--- src/rtl/iagc_pkg.sv ---
// Shared types and constants for the IAGC error generator: FSM encoding,
// default data width, error saturation limits and accumulator sizing.
package iagc_pkg;

   localparam int unsigned DATA_SIZE_DEF = 14;

   typedef enum logic [2:0] {
      ST_IDLE,
      ST_ACCUM,
      ST_CALC,
      ST_ISSUE,
      ST_WAIT
   } state_e;

   // Largest and smallest two's-complement values of a w-bit error
   function automatic int err_max_f(input int unsigned w);
      return (2 ** (w - 1)) - 1;
   endfunction

   function automatic int err_min_f(input int unsigned w);
      return -(2 ** (w - 1));
   endfunction

   localparam int ERR_MAX = err_max_f(DATA_SIZE_DEF);
   localparam int ERR_MIN = err_min_f(DATA_SIZE_DEF);

   // Accumulator wide enough to sum 2^avg_log2 full-scale samples
   function automatic int unsigned acc_width(input int unsigned data_size,
                                             input int unsigned avg_log2);
      return data_size + avg_log2;
   endfunction

endpackage

--- src/rtl/iagc_sample_avg.sv ---
// Block averager: sums 2^AVG_LOG2 qualified samples and flags the cycle
// that accepts the last one of the block.
module iagc_sample_avg
   import iagc_pkg::*;
#(
   parameter int unsigned DATA_SIZE = DATA_SIZE_DEF,
   parameter int unsigned AVG_LOG2  = 4
)(
   input  logic                 i_clock,
   input  logic                 i_reset,
   input  logic                 clear,
   input  logic                 accum_en,
   input  logic [DATA_SIZE-1:0] sample,
   input  logic                 sample_valid,
   output logic [DATA_SIZE-1:0] avg,
   output logic                 done_c
);

   localparam int unsigned ACC_W = acc_width(DATA_SIZE, AVG_LOG2);
   localparam int unsigned CNT_W = (AVG_LOG2 > 0) ? AVG_LOG2 : 1;

   logic [ACC_W-1:0] acc_q;
   logic [CNT_W-1:0] cnt_q;
   logic             take_c;

   assign take_c = accum_en & sample_valid;
   assign done_c = take_c & (cnt_q == CNT_W'((2 ** AVG_LOG2) - 1));
   assign avg    = acc_q[ACC_W-1 -: DATA_SIZE];

   // Counter wraps to zero on the final sample, ready for the next block
   always_ff @(posedge i_clock or negedge i_reset) begin
      if (!i_reset) begin
         acc_q <= '0;
         cnt_q <= '0;
      end else if (clear) begin
         acc_q <= '0;
         cnt_q <= '0;
      end else if (take_c) begin
         acc_q <= acc_q + ACC_W'(sample);
         cnt_q <= cnt_q + CNT_W'(1);
      end
   end

endmodule

--- src/rtl/iagc_error_gen.sv ---
// IAGC error generator: averages envelope blocks, forms a saturated
// reference-minus-average error and handshakes it to the divider.
// Optional WAIT watchdog enabled by IAGC_ERRGEN_TIMEOUT_EN.
module iagc_error_gen
   import iagc_pkg::*;
#(
   parameter int unsigned DATA_SIZE      = DATA_SIZE_DEF,
   parameter int unsigned AVG_LOG2       = 4,
   parameter int unsigned START_HOLD     = 10,
   parameter int unsigned TIMEOUT_CYCLES = 1024
)(
   input  logic                 i_clock,
   input  logic                 i_reset,
   input  logic                 i_enable,
   input  logic [DATA_SIZE-1:0] i_sample,
   input  logic                 i_sample_valid,
   input  logic [DATA_SIZE-1:0] i_reference,
   input  logic                 i_div_valid,
   output logic [DATA_SIZE-1:0] o_reference,
   output logic [DATA_SIZE-1:0] o_error,
   output logic                 o_start,
   output logic                 o_busy,
   output logic                 o_sat,
   output logic                 o_timeout
);

   localparam int unsigned HOLD_W = (START_HOLD > 1) ? $clog2(START_HOLD) : 1;
   localparam int unsigned DIFF_W = DATA_SIZE + 1;
   localparam logic signed [DIFF_W-1:0] SAT_HI = DIFF_W'(err_max_f(DATA_SIZE));
   localparam logic signed [DIFF_W-1:0] SAT_LO = DIFF_W'(err_min_f(DATA_SIZE));
   localparam logic [HOLD_W-1:0]        HOLD_LAST = HOLD_W'(START_HOLD - 1);

   state_e                     state_q, state_d;
   logic [HOLD_W-1:0]          hold_q, hold_d;
   logic                       div_q;
   logic                       div_rise_c;
   logic                       timeout_c;
   logic                       clear_c;
   logic                       accum_en_c;
   logic                       load_c;
   logic                       done_c;
   logic [DATA_SIZE-1:0]       avg;
   logic signed [DIFF_W-1:0]   diff_c;
   logic [DATA_SIZE-1:0]       err_c;
   logic                       sat_c;

   iagc_sample_avg #(
      .DATA_SIZE (DATA_SIZE),
      .AVG_LOG2  (AVG_LOG2)
   ) u_avg (
      .i_clock      (i_clock),
      .i_reset      (i_reset),
      .clear        (clear_c),
      .accum_en     (accum_en_c),
      .sample       (i_sample),
      .sample_valid (i_sample_valid),
      .avg          (avg),
      .done_c       (done_c)
   );

   assign div_rise_c = i_div_valid & ~div_q;

   // Difference in one extra bit so the full unsigned range cannot wrap
   assign diff_c = $signed({1'b0, i_reference}) - $signed({1'b0, avg});

   always_comb begin
      err_c = diff_c[DATA_SIZE-1:0];
      sat_c = 1'b0;
      if (diff_c > SAT_HI) begin
         err_c = SAT_HI[DATA_SIZE-1:0];
         sat_c = 1'b1;
      end else if (diff_c < SAT_LO) begin
         err_c = SAT_LO[DATA_SIZE-1:0];
         sat_c = 1'b1;
      end
   end

   // State register
   always_ff @(posedge i_clock or negedge i_reset) begin
      if (!i_reset) begin
         state_q <= ST_IDLE;
         hold_q  <= '0;
         div_q   <= 1'b0;
      end else begin
         state_q <= state_d;
         hold_q  <= hold_d;
         div_q   <= i_div_valid;
      end
   end

   // Next-state and control decode
   always_comb begin
      state_d    = state_q;
      hold_d     = hold_q;
      clear_c    = 1'b0;
      accum_en_c = 1'b0;
      load_c     = 1'b0;
      case (state_q)
         ST_IDLE: begin
            if (i_enable) begin
               clear_c = 1'b1;
               state_d = ST_ACCUM;
            end
         end
         ST_ACCUM: begin
            accum_en_c = 1'b1;
            if (done_c) state_d = ST_CALC;
         end
         ST_CALC: begin
            load_c  = 1'b1;
            hold_d  = '0;
            state_d = ST_ISSUE;
         end
         ST_ISSUE: begin
            if (hold_q == HOLD_LAST) state_d = ST_WAIT;
            else                     hold_d  = hold_q + HOLD_W'(1);
         end
         ST_WAIT: begin
            if (div_rise_c || timeout_c) begin
               clear_c = 1'b1;
               state_d = i_enable ? ST_ACCUM : ST_IDLE;
            end
         end
         default: state_d = ST_IDLE;
      endcase
   end

   // Registered outputs; result holds from CALC until the next CALC
   always_ff @(posedge i_clock or negedge i_reset) begin
      if (!i_reset) begin
         o_reference <= '0;
         o_error     <= '0;
         o_sat       <= 1'b0;
         o_start     <= 1'b0;
         o_busy      <= 1'b0;
      end else begin
         o_start <= (state_d == ST_ISSUE);
         o_busy  <= (state_d != ST_IDLE);
         if (load_c) begin
            o_reference <= i_reference;
            o_error     <= err_c;
            o_sat       <= sat_c;
         end
      end
   end

`ifdef IAGC_ERRGEN_TIMEOUT_EN
   localparam int unsigned WD_W = $clog2(TIMEOUT_CYCLES + 1);
   logic [WD_W-1:0] wd_q;

   // A real divider edge takes priority over an expiring watchdog
   assign timeout_c = (state_q == ST_WAIT) && !div_rise_c &&
                      (wd_q == WD_W'(TIMEOUT_CYCLES - 1));

   always_ff @(posedge i_clock or negedge i_reset) begin
      if (!i_reset) begin
         wd_q      <= '0;
         o_timeout <= 1'b0;
      end else begin
         o_timeout <= timeout_c;
         if ((state_q == ST_WAIT) && (state_d == ST_WAIT)) wd_q <= wd_q + WD_W'(1);
         else                                              wd_q <= '0;
      end
   end
`else
   logic unused_timeout_cfg;

   assign timeout_c          = 1'b0;
   assign o_timeout          = 1'b0;
   assign unused_timeout_cfg = ^32'(TIMEOUT_CYCLES);
`endif

endmodule

--- config.mk ---
export PLATFORM = sky130hd
export DESIGN_NAME = iagc_error_gen
export DESIGN_NICKNAME = d
export VERILOG_FILES = /design/src/rtl/iagc_pkg.sv /design/src/rtl/iagc_sample_avg.sv /design/src/rtl/iagc_error_gen.sv
export SDC_FILE = /design/constraint.sdc
export NUM_CORES = 1
export LEC_CHECK = 0
export BUFFER_PORTS_ARGS = -buffer_cell sky130_fd_sc_hd__buf_2
export CAP_MARGIN = 30
export CORE_MARGIN = 1.5
export CORE_UTILIZATION = 40
export CTS_BUF_LIST = sky130_fd_sc_hd__clkbuf_4 sky130_fd_sc_hd__clkbuf_8 sky130_fd_sc_hd__clkbuf_16
export CTS_CLUSTER_SIZE = 30
export DETAILED_ROUTE_END_ITERATION = 10
export PLACE_DENSITY = 0.68
export SLEW_MARGIN = 5
export SYNTH_ARGS = -nofsm -noshare
export SYNTH_HDL_FRONTEND = slang
export SYNTH_SLANG_ARGS = --single-unit
--- constraint.sdc ---
create_clock -name i_clock -period 5.8 [get_ports i_clock]
set_clock_uncertainty 0.15 [all_clocks]
set_input_delay 0 -clock i_clock [delete_from_list [all_inputs] [get_ports i_clock]]
set_output_delay 0 -clock i_clock [all_outputs]
set_load 0.02 [all_outputs]
==> results.json <==
{
  "r2r_start": "u_avg.acc_q[4]",
  "fin_area_um2": 4830,
  "synthArstFlopShare": 1.00,
  "timing.critical_path.to": "o_error[11]",
  "fin_setup_tns_ns": 0,
  "drive_gt1_frac": 0.154,
  "dp_hpwl_um": 6910,
  "vias_per_cell": 5.17,
  "period_share": 0.552,
  "synthTopCellsByArea": "dfrtp_1 (38%), ha_1 (9.7%), nand2_1 (8.0%), o21ai_1 (4.0%), a21oi_1 (3.1%)",
  "synth.avg_cell_area_um2": 8.57,
  "route.met2.wl_um": 4520,
  "syn_inst": 468,
  "hold_slack_ns": 0.00421,
  "clockBufferDepth": 2,
  "synthToLayoutAreaGrowth_pct": 20.5,
  "path_clk_slew_ns": 0.07,
  "cts_sinks": 61,
  "r2r_cells": 8,
  "yosysUniqueCellTypes": 57,
  "peakVddDrop_v": 0.000163,
  "worstPathArrival_ns": 3.30,
  "post_cts_buffers": 0,
  "synth_top_area_cell": "dfrtp_1",
  "grt_pass1_vias": 3317,
  "routedWlPerCell_um": 13.6,
  "dp_slack_ns": 2.66,
  "design.core.area_um2": 9730,
  "ys_dominant_reg_cell": "dfrtp_1",
  "fmax_mhz": 313,
  "cp_max_fo": 15,
  "min_period_ns": 3.20,
  "yosysWarnings": 0,
  "setup_ws_ns": 2.60,
  "worst_setup_path_end_kind": "flip-flop",
  "min_from": "i_sample[8]",
  "totalWireLength_um": 9330,
  "cts_max_level": 3,
  "status": "completed",
  "fp.dieW_um": 103,
  "ys_seq_elements": 61,
  "crit_required_ns": 5.90,
  "synth_fp_nets": 534,
  "numPortBuffers": 63,
  "antenna_found_initial": 0,
  "met1Wirelength_um": 4330,
  "drt-pass1-iter-count": 5,
  "grt_start_max_net_pins": 62,
  "grt-ovfl-total": 0,
  "synthesis.area_um2": 4010,
  "worst_pin_slew_ns": 0.938,
  "met3_length_um": 312,
  "placed_area_um2": 4450,
  "die_y_um": 103,
  "synth_seq_area_share": 0.381,
  "fp.dieArea_um2": 10600,
  "final_net_count": 613,
  "hold_violations": 0,
  "slew_headroom": 0.359,
  "synth_top_area_share": 0.381,
  "grt_setup_unrepaired": "false",
  "grt_pass1_wl_um": 15200,
  "min_path_type": "input pin to flip-flop",
  "drc": 0,
  "row_count": 36,
  "crit_path_start": "u_avg.acc_q[4]",
  "criticalPathCategory": "flip-flop to flip-flop",
  "track_usage": 0.187,
  "start_util": 0.412,
  "clk_latency_ns": 0.36,
  "utilization": 0.497,
  "finalSetupViolations": 0,
  "finalPower_mw": 2.62,
  "ioPinCount": 65,
  "place_inst": 648,
  "vias": 3534,
  "drt-initial-drc-count": 155,
  "reg2reg_slack_ns": 2.60,
  "cts_buffers": 9,
  "slew_viol_final": 0,
  "synth_enable_flop_cells": 0,
  "final-instance-count-excl-fill": 684,
  "ant_nets": 0,
  "gp_congestion": 0.885,
  "cts_root_buf": "clkbuf_8",
  "top_layer": "met4",
  "maxCapViolations": 0,
  "worstReg2RegEnd": "o_error[11]",
  "antenna_cells": 0,
  "cts_tree": "yes",
  "startpoint_type": "flip-flop",
  "pwr_density_cell_nw_per_um2": 541,
  "leakage_nw": 2.25
}
report_power, final:
group	internal, mW	switching (mW)
combinational	0.626	0.899
clock	0.177	0.168
sequential	0.615	0.131
metal layers:
metal  track usage  vias up
met5             0        -
met4        0.0769        0
met3        0.0495       13
met2         0.313       63
met1         0.228     1638
li1              -     1820
flip-flops by register name, summed over array words and instances (netlist names), 3 cells and up:
name,count
u_avg.acc_q,18
hold_q,4
o_reference,14
state_q,3
o_error,14
u_avg.cnt_q,4
cell type report:
| cell class | count | area, um2 |
|---|---|---|
| Clock buffer | 13 | 160 |
| Clock inverter | 2 | 10.0 |
| Fill cell | 935 | 4890 |
| Inverter | 25 | 93.8 |
| Multi-Input combinational cell | 362 | 2300 |
| Sequential cell | 61 | 1530 |
| Tap cell | 133 | 166 |
| Timing Repair Buffer | 88 | 576 |
Yosys cell counts (5+ instances only):
| library cell | n |
|---|---|
| a31oi_1 | 5 |
| a22oi_1 | 6 |
| nand2_1 | 85 |
| xnor2_1 | 11 |
| o21a_1 | 9 |
| or2_1 | 5 |
| o21ai_0 | 17 |
| a21o_1 | 8 |
| nor2b_1 | 5 |
| xor2_1 | 8 |
| o31a_1 | 5 |
| nor2_1 | 21 |
| a22o_1 | 6 |
| o21ai_1 | 32 |
| ha_1 | 31 |
| inv_1 | 24 |
| clkbuf_1 | 16 |
| nand3_1 | 15 |
| nor3_1 | 8 |
| a21oi_1 | 25 |
| dfrtp_1 | 61 |
placed cells by master (no fill, tap or decap), types with 3 or more instances in the layout:
cell / netlist / final
nand3b_1: 3 / 3
nand3_1: 15 / 15
nor2_1: 21 / 21
a21o_1: 8 / 8
buf_4: 1 / 3
a22o_1: 6 / 6
clkbuf_8: 0 / 10
buf_2: 2 / 63
a31oi_1: 5 / 5
a22oi_1: 6 / 6
o21ai_0: 17 / 17
nand2_1: 85 / 85
dfrtp_1: 61 / 61
inv_1: 24 / 24
xor2_1: 8 / 8
a21oi_1: 25 / 25
nor2b_1: 5 / 5
mux2i_1: 4 / 4
nand2b_1: 3 / 3
o21a_1: 9 / 9
xnor2_1: 11 / 11
o21ai_1: 32 / 32
ha_1: 31 / 31
o21bai_1: 4 / 4
or3_1: 3 / 3
nand4_1: 4 / 4
clkbuf_4: 0 / 3
o211ai_1: 3 / 3
nor3_1: 8 / 8
dlygate4sd3_1: 0 / 21
or2_1: 5 / 5
o31a_1: 5 / 5
and2_1: 4 / 4
cell families (layout without fill, tap and decap cells):
logic type | count (synthesis) | in the layout | share of synthesized area
AOI/OAI and AO/OA | 142 | 142 | 0.230
xor gates and xnor gates | 19 | 19 | 0.0415
adders and majority gates | 33 | 33 | 0.107
buffers and inverters | 45 | 128 | 0.0455
DFF | 61 | 61 | 0.381
muxes | 4 | 4 | 0.00998
other | 1 | 1 | 0.000935
and+or+nand+nor | 163 | 163 | 0.185
worst max-delay path: stages (launching register included):
cell,delay [ns]
dfrtp_1,0.41
ha_1,0.23
fa_1,0.43
nor2b_1,0.17
o31a_1,0.22
o211ai_1,0.25
a21boi_1,0.77
a32oi_1,0.21
o31ai_1,0.28
worst min-delay path by stage:
stage | endpoint | slack (ns) | depth (start not counted)
after CTS | u_avg.acc_q[8] | 0.0007 | 4
after global placement | div_q | -0.03 | 1
final | u_avg.acc_q[8] | 0.004 | 4
after global routing | u_avg.acc_q[3] | 0.01 | 5
after detailed placement | div_q | -0.02 | 1
after floorplan | div_q | -0.45 | 0
what timing repair did:
| item | CTS | global route |
|---|---|---|
| hold buffers | 21 | 0 |
| resized for setup | 0 | 0 |
| hold endpoints to repair | 83 | 0 |
No activity file was read; power rests on OpenSTA's default activity.
